`src/rtl/saturn_debug_pkg.sv`:
```
// Shared encodings for the Saturn debug-cycle controller: host command
// op codes, halt cause codes and the controller state encoding.
package saturn_debug_pkg;

    localparam logic [2:0] OP_NOP      = 3'd0;
    localparam logic [2:0] OP_HALT     = 3'd1;
    localparam logic [2:0] OP_RUN      = 3'd2;
    localparam logic [2:0] OP_STEP     = 3'd3;
    localparam logic [2:0] OP_SET_BP   = 3'd4;
    localparam logic [2:0] OP_CLR_BP   = 3'd5;
    localparam logic [2:0] OP_SET_CLIM = 3'd6;
    localparam logic [2:0] OP_CLR_CLIM = 3'd7;

    localparam logic [2:0] CAUSE_NONE  = 3'd0;
    localparam logic [2:0] CAUSE_USER  = 3'd1;
    localparam logic [2:0] CAUSE_BP    = 3'd2;
    localparam logic [2:0] CAUSE_CLIM  = 3'd3;
    localparam logic [2:0] CAUSE_STEP  = 3'd4;

    typedef enum logic [1:0] {
        ST_RUN    = 2'd0,
        ST_HALTED = 2'd1,
        ST_STEP   = 2'd2
    } state_t;

    // State the controller leaves reset in.
    function automatic state_t reset_state(input int halt_on_reset);
        return (halt_on_reset != 0) ? ST_HALTED : ST_RUN;
    endfunction

endpackage

```
`src/rtl/saturn_debug_ctrl_bp.sv`:
```
// Breakpoint unit: N_BP PC comparators with per-entry enable bits and a
// priority encoder reporting whether any enabled entry matches the current
// PC and the lowest matching index. Writes to an index >= N_BP match no
// entry and are therefore dropped.
module saturn_bp_unit #(
    parameter int N_BP   = 4,
    parameter int ADDR_W = 20
) (
    input  logic              i_clk,
    input  logic              i_reset,
    input  logic              i_set,
    input  logic              i_clr,
    input  logic [3:0]        i_idx,
    input  logic [ADDR_W-1:0] i_addr,
    input  logic [ADDR_W-1:0] i_pc,
    output logic              o_hit,
    output logic [3:0]        o_idx
);

    logic [N_BP-1:0]   bp_en;
    logic [ADDR_W-1:0] bp_addr [N_BP];
    logic [N_BP-1:0]   bp_hit;

    // Enable bits are control state and follow reset.
    always_ff @(posedge i_clk) begin
        if (i_reset) begin
            bp_en <= '0;
        end else begin
            for (int k = 0; k < N_BP; k++) begin
                if (i_idx == 4'(k)) begin
                    if (i_set)
                        bp_en[k] <= 1'b1;
                    else if (i_clr)
                        bp_en[k] <= 1'b0;
                end
            end
        end
    end

    // Breakpoint addresses are plain data, only meaningful once enabled.
    always_ff @(posedge i_clk) begin
        for (int k = 0; k < N_BP; k++) begin
            if (i_set && (i_idx == 4'(k)))
                bp_addr[k] <= i_addr;
        end
    end

    // Per-entry compare and lowest-index-wins priority encode.
    always_comb begin
        o_idx = 4'd0;
        for (int k = 0; k < N_BP; k++)
            bp_hit[k] = bp_en[k] && (i_pc == bp_addr[k]);
        for (int k = N_BP - 1; k >= 0; k--) begin
            if (bp_hit[k])
                o_idx = 4'(k);
        end
        o_hit = |bp_hit;
    end

endmodule

```
`src/rtl/saturn_debug_ctrl.sv`:
```
// Saturn debug-cycle controller: evaluates breakpoints, a one-shot cycle
// limit, user halt and single-step, and at an instruction boundary emits a
// one-clock o_debug_cycle pulse and freezes the core until the host resumes.
module saturn_debug_ctrl
    import saturn_debug_pkg::*;
#(
    parameter int N_BP          = 4,
    parameter int ADDR_W        = 20,
    parameter int CTR_W         = 32,
    parameter int HALT_ON_RESET = 1
) (
    input  logic              i_clk,
    input  logic              i_reset,
    input  logic [3:0]        i_phases,
    input  logic [1:0]        i_phase,
    input  logic [CTR_W-1:0]  i_cycle_ctr,
    input  logic [ADDR_W-1:0] i_pc,
    input  logic              i_instr_done,
    input  logic              i_cmd_valid,
    input  logic [2:0]        i_cmd_op,
    input  logic [3:0]        i_cmd_idx,
    input  logic [CTR_W-1:0]  i_cmd_data,
    output logic              o_cmd_ready,
    output logic              o_debug_cycle,
    output logic              o_core_en,
    output logic              o_halted,
    output logic [2:0]        o_halt_cause,
    output logic [3:0]        o_bp_idx
);

    state_t           state, state_nxt;
    logic             halt_req, halt_req_nxt;
    logic             clim_en, clim_en_nxt;
    logic             skip_bp, skip_bp_nxt;
    logic [CTR_W-1:0] clim_val;
    logic             dbg_nxt;
    logic [2:0]       cause_nxt;
    logic [3:0]       bp_idx_nxt;

    logic             bnd;
    logic             cmd_fire;
    logic             cmd_halt;
    logic             bp_any;
    logic [3:0]       bp_hit_idx;
    logic             bp_fire;
    logic             clim_hit;
    logic             unused_inputs;

    // Phase index and the other strobes are informational only.
    assign unused_inputs = ^{i_phase, i_phases[2:0], i_cmd_data[CTR_W-1:ADDR_W]};

    assign bnd      = i_instr_done & i_phases[3];
    assign cmd_fire = i_cmd_valid & o_cmd_ready;
    assign cmd_halt = cmd_fire && (i_cmd_op == OP_HALT);
    assign clim_hit = clim_en && (i_cycle_ctr >= clim_val);
    assign bp_fire  = bp_any && !skip_bp;
    assign o_core_en = !o_halted;

    saturn_bp_unit #(
        .N_BP   (N_BP),
        .ADDR_W (ADDR_W)
    ) u_bp (
        .i_clk   (i_clk),
        .i_reset (i_reset),
        .i_set   (cmd_fire && (i_cmd_op == OP_SET_BP)),
        .i_clr   (cmd_fire && (i_cmd_op == OP_CLR_BP)),
        .i_idx   (i_cmd_idx),
        .i_addr  (i_cmd_data[ADDR_W-1:0]),
        .i_pc    (i_pc),
        .o_hit   (bp_any),
        .o_idx   (bp_hit_idx)
    );

    // Next-state, halt decision and cause selection.
    always_comb begin
        state_nxt    = state;
        halt_req_nxt = halt_req;
        clim_en_nxt  = clim_en;
        skip_bp_nxt  = skip_bp;
        dbg_nxt      = 1'b0;
        cause_nxt    = o_halt_cause;
        bp_idx_nxt   = o_bp_idx;

        if (cmd_fire && (i_cmd_op == OP_SET_CLIM))
            clim_en_nxt = 1'b1;
        else if (cmd_fire && (i_cmd_op == OP_CLR_CLIM))
            clim_en_nxt = 1'b0;

        case (state)
            ST_RUN: begin
                if (cmd_halt)
                    halt_req_nxt = 1'b1;
                if (bnd) begin
                    // The resume mask covers exactly one boundary.
                    skip_bp_nxt = 1'b0;
                    if (bp_fire || clim_hit || halt_req || cmd_halt) begin
                        state_nxt    = ST_HALTED;
                        dbg_nxt      = 1'b1;
                        halt_req_nxt = 1'b0;
                        if (clim_hit)
                            clim_en_nxt = 1'b0;
                        if (bp_fire) begin
                            cause_nxt  = CAUSE_BP;
                            bp_idx_nxt = bp_hit_idx;
                        end else if (clim_hit) begin
                            cause_nxt = CAUSE_CLIM;
                        end else begin
                            cause_nxt = CAUSE_USER;
                        end
                    end
                end
            end
            ST_HALTED: begin
                if (cmd_fire && (i_cmd_op == OP_RUN)) begin
                    state_nxt   = ST_RUN;
                    cause_nxt   = CAUSE_NONE;
                    skip_bp_nxt = (o_halt_cause == CAUSE_BP);
                end else if (cmd_fire && (i_cmd_op == OP_STEP)) begin
                    state_nxt   = ST_STEP;
                    skip_bp_nxt = (o_halt_cause == CAUSE_BP);
                end
            end
            ST_STEP: begin
                if (bnd) begin
                    state_nxt   = ST_HALTED;
                    dbg_nxt     = 1'b1;
                    cause_nxt   = CAUSE_STEP;
                    skip_bp_nxt = 1'b0;
                end
            end
            default: state_nxt = ST_HALTED;
        endcase
    end

    // Control registers and registered outputs.
    always_ff @(posedge i_clk) begin
        if (i_reset) begin
            state         <= reset_state(HALT_ON_RESET);
            halt_req      <= 1'b0;
            clim_en       <= 1'b0;
            skip_bp       <= 1'b0;
            o_debug_cycle <= 1'b0;
            o_halt_cause  <= CAUSE_NONE;
            o_bp_idx      <= 4'd0;
            o_cmd_ready   <= 1'b1;
            o_halted      <= (HALT_ON_RESET != 0);
        end else begin
            state         <= state_nxt;
            halt_req      <= halt_req_nxt;
            clim_en       <= clim_en_nxt;
            skip_bp       <= skip_bp_nxt;
            o_debug_cycle <= dbg_nxt;
            o_halt_cause  <= cause_nxt;
            o_bp_idx      <= bp_idx_nxt;
            o_cmd_ready   <= (state_nxt != ST_STEP);
            o_halted      <= (state_nxt == ST_HALTED);
        end
    end

    // Cycle limit value is data; only its enable is reset.
    always_ff @(posedge i_clk) begin
        if (cmd_fire && (i_cmd_op == OP_SET_CLIM))
            clim_val <= i_cmd_data;
    end

endmodule

```
`config.mk`:
```
export PLATFORM = sky130hd
export DESIGN_NAME = saturn_debug_ctrl
export DESIGN_NICKNAME = d
export VERILOG_FILES = /design/src/rtl/saturn_debug_pkg.sv /design/src/rtl/saturn_debug_ctrl_bp.sv /design/src/rtl/saturn_debug_ctrl.sv
export SDC_FILE = /design/constraint.sdc
export NUM_CORES = 1
export LEC_CHECK = 0
export BUFFER_PORTS_ARGS = -buffer_cell sky130_fd_sc_hd__buf_2
export CORE_ASPECT_RATIO = 1.5
export CORE_MARGIN = 1
export CORE_UTILIZATION = 25
export DETAILED_ROUTE_END_ITERATION = 8
export HOLD_SLACK_MARGIN = 0.12
export SETUP_SLACK_MARGIN = 0.1
export SLEW_MARGIN = 20
export SYNTH_ARGS = -nofsm -noshare
export SYNTH_HDL_FRONTEND = slang
export SYNTH_HIERARCHICAL = 1
export SYNTH_SLANG_ARGS = --single-unit
export TNS_END_PERCENT = 5
```
`constraint.sdc`:
```
create_clock -name i_clk -period 2.4 [get_ports i_clk]
set_input_delay 0.12 -clock i_clk [delete_from_list [all_inputs] [get_ports i_clk]]
set_output_delay 0.12 -clock i_clk [all_outputs]
set_load 0.01 [all_outputs]
```
==> metrics.cfg <==
[clock_network]
cts_htree_levels=4
clkTransAtPathRegs_ns=0.06
clk_path_buf_depth=2
cts_made_buffers=17
root_cell_of_the_clock_tree=sky130_fd_sc_hd__clkbuf_16
tritoncts_num_sinks=131
cts_tree=built
worst_skew_pair.late_latency_ns=0.42

[logic_synthesis]
netlist_instances=461
synth-warning-count=6
synthesis.area_per_instance_um2=13.3
synth_seq_area_share=0.613
ys_seq_elements=131
async_reset_ff_frac=0
mapped_area_um2=6110
netlist-cell-type-count=51
main_synth_ff_type=sky130_fd_sc_hd__edfxtp_1
synth_edf_count=112

[timing]
setup_violations=4
max_freq_mhz=385
maxSlewHeadroom=0.658
report.final.hold_viol_count=0
post-route-period-util=1.08
setup_tns_ns=-0.541
fin_worst_skew_ns=0.0107
rsz_0062_raised_after_global_routing=yes
tightestPinTransition_ns=0.512
finalWorstPathRequiredPeriod_ns=2.60
final_slew_viol_count=0
worst_slack_ns=-0.199

[critical_path]
arrival_ns=2.95
crit_buf_inv=0
critical_path_peak_fanout=2
worst_path_largest_cell_delay_ns=0.37
worst-setup-path-type=reg -> reg
setup.reg_to_reg.worst_slack_ns=-0.20
critical-path-slowest-cell=sky130_fd_sc_hd__edfxtp_1
worstSetupEndpointType=flop
crit_path_cell_trace=xor2_1 > nor4_2 > nand4_1 > or2_1 > nand4b_1 > nor2b_4 > a311oi_2 > and2_1 > a311o_1 > nor2_2 > mux2i_1
crit_start_category=flop
path_delay_family=simple AND/OR/NAND/NOR gates
crit_required_ns=2.75

[global_routing]
first_global_vias=4409
grt_start_max_net_pins=34
grt_met1_usage=0.147
met2_usage=0.240
groute.layer.met3.usage=0.0321
gr-usage-all-layers=0.132
first_pass_grt_wire_length_um=23900
top_usage_layer=met2
initial_antenna_violation_count=0
grt_remaining_overflow=0

[floorplanning]
die_w_um=130
chipHeight_um=193
starting_density_of_the_core=0.256
num_rows=69
io_pins=112
floorplan.die_area_um2=25100
core_um2=23800

[status]
failed_checks=setup timing
status=finished, violations left

[worst_hold_path]
holdCritPathClass=in -> reg

[place]
buffer_ports.inserted=106
hpwl_um=11600
gpl.final_weighted_congestion=0.872

[pwr]
power.share.combinational=0.125
p_sw_w=0.00141
vdd.ir_drop.worst_mv=0.472
power_density_nw_per_um2=668
clock_power_share=0.419
power.sequential.fraction=0.455
finalPower_w=0.00557
power_switching_share=0.254
power.internal_w=0.00416
cellLeakagePower_nw=3.25

[finish]
n_antenna_cell=0
most_common_library_cell_in_the_layout_ignoring_fill_and_taps=sky130_fd_sc_hd__edfxtp_1
syn2layout_area_growth_pct=36.5
leading_cell_types_in_the_layout_fill_and_taps_excluded=112 x sky130_fd_sc_hd__edfxtp_1, 106 x sky130_fd_sc_hd__buf_2, 42 x sky130_fd_sc_hd__xnor2_1
final_nets=792
multi_input_comb_area_um2=2320
fillers=2416
share_of_layout_cells_above_drive_strength_1=0.293
seq_area_um2=3740

[routing]
routed_via_density=4.28
drtPass1Iterations=4
route.vias.total=4222
finalWirelength_um=15700
wl_per_cell_um=15.9
detailedRoute.firstIterationViolations=179
antenna_violating_nets_post_route=0
drc=0

[flow_run]
maximum_capacitance_violations=0

-- per-layer routing --
| layer | wire, µm | vias to the layer above |
|---|---|---|
| li1 | - | 2066 |
| met1 | 6250 | 2018 |
| met2 | 8450 | 122 |
| met3 | 742 | 16 |
| met4 | 255 | 0 |
| met5 | 0 | - |
-- stage by stage --
stage | util | hold WS, ns | cell area [µm²] | instances | setup slack (ns)
CTS | 0.347 | 0.124 | 8280 | 985 | -0.213
finish | 0.350 | 0.144 | 8340 | 987 | -0.199
global placement | 0.306 | 0.298 | 7280 | 913 | -0.426
detailed placement | 0.306 | 0.299 | 7280 | 913 | -0.464
floorplan | - | 0.189 | 6120 | 462 | -0.0947
global route | 0.350 | 0.149 | 8340 | 987 | -0.376
-- power by group through the flow --
stage	Combinational [W]	Sequential (W)	Clock [W]
floorplan	0.000328	0.00259	0
global placement	0.000615	0.00258	0
detailed placement	0.000619	0.00258	0
CTS	0.000693	0.00253	0.00240
global route	0.000778	0.00254	0.00250
finish	0.000696	0.00254	0.00234
-- what timing repair did --
item / CTS / global route
buffers inserted: 1 / 2
pin swaps: 12 / 10
gates resized for setup: 13 / 8
endpoints found under the hold margin: 124 / 0
hold buffers: 39 / 0
setup endpoints to repair: 9 / 13
-- registers in the layout, summed over array words and instances, names as in the netlist --
signal / cells
o_bp_idx: 4
o_debug_cycle: 1
o_halted: 1
clim_en: 1
state: 2
o_cmd_ready: 1
clim_val: 32
u_bp/bp_en: 4
u_bp/bp_addr: 80
skip_bp: 1
o_halt_cause: 3
halt_req: 1
-- cells by family after synthesis --
| family | count (synthesis) | synth area share |
|---|---|---|
| DFF | 131 | 0.613 |
| and+or+nand+nor | 106 | 0.0983 |
| xor gates and xnor gates | 80 | 0.115 |
| AOI/OAI and AO/OA | 57 | 0.0627 |
| buffers and inverters | 45 | 0.0289 |
| adders and majority gates | 36 | 0.0737 |
| muxes | 5 | 0.00819 |
| other | 1 | 0.000614 |
-- cell usage after synthesis, types with 11 or more instances --
master                     instances  area [µm²]
sky130_fd_sc_hd__ha_1             36         450
sky130_fd_sc_hd__a21oi_1          21         105
sky130_fd_sc_hd__nand4_1          17         106
sky130_fd_sc_hd__xor2_1           35         307
sky130_fd_sc_hd__xnor2_1          45         394
sky130_fd_sc_hd__o21ai_0          12        60.1
sky130_fd_sc_hd__inv_1            41         154
sky130_fd_sc_hd__dfxtp_1          19         380
sky130_fd_sc_hd__nor4_1           11        68.8
sky130_fd_sc_hd__nor2_1           18        67.6
sky130_fd_sc_hd__edfxtp_1        112        3360
sky130_fd_sc_hd__nand2_1          19        71.3
-- final cells by class --
class	count	area share
Inverter	41	0.0185
Timing Repair Buffer	178	0.143
Sequential cell	131	0.449
Tap cell	319	0.0479
Clock buffer	17	0.0510
Multi-Input combinational cell	286	0.278
Clock inverter	15	0.0126
-- worst reg2reg max path: cells and delay by family, from the launching register on --
family           cells  cell delay (ns)
flip-flops           1             0.37
multiplexers         1             0.18
XOR/XNOR             1             0.17
AO/OA/AOI/OAI        2             0.40
AND/OR/NAND/NOR      7             1.43
-- worst paths after layout --
check / from / to / depth (start not counted)
worst max-delay path: u_bp/bp_addr[2][10] / o_halt_cause[0] / 11
worst min-delay path: i_cmd_idx[0] / u_bp/bp_en[1] / 4
worst max register to register: u_bp/bp_addr[2][10] / o_halt_cause[0] / 11
worst min register to register: u_bp/bp_en[1] / u_bp/bp_en[1] / 2
Power figures use the tool's default switching activity.
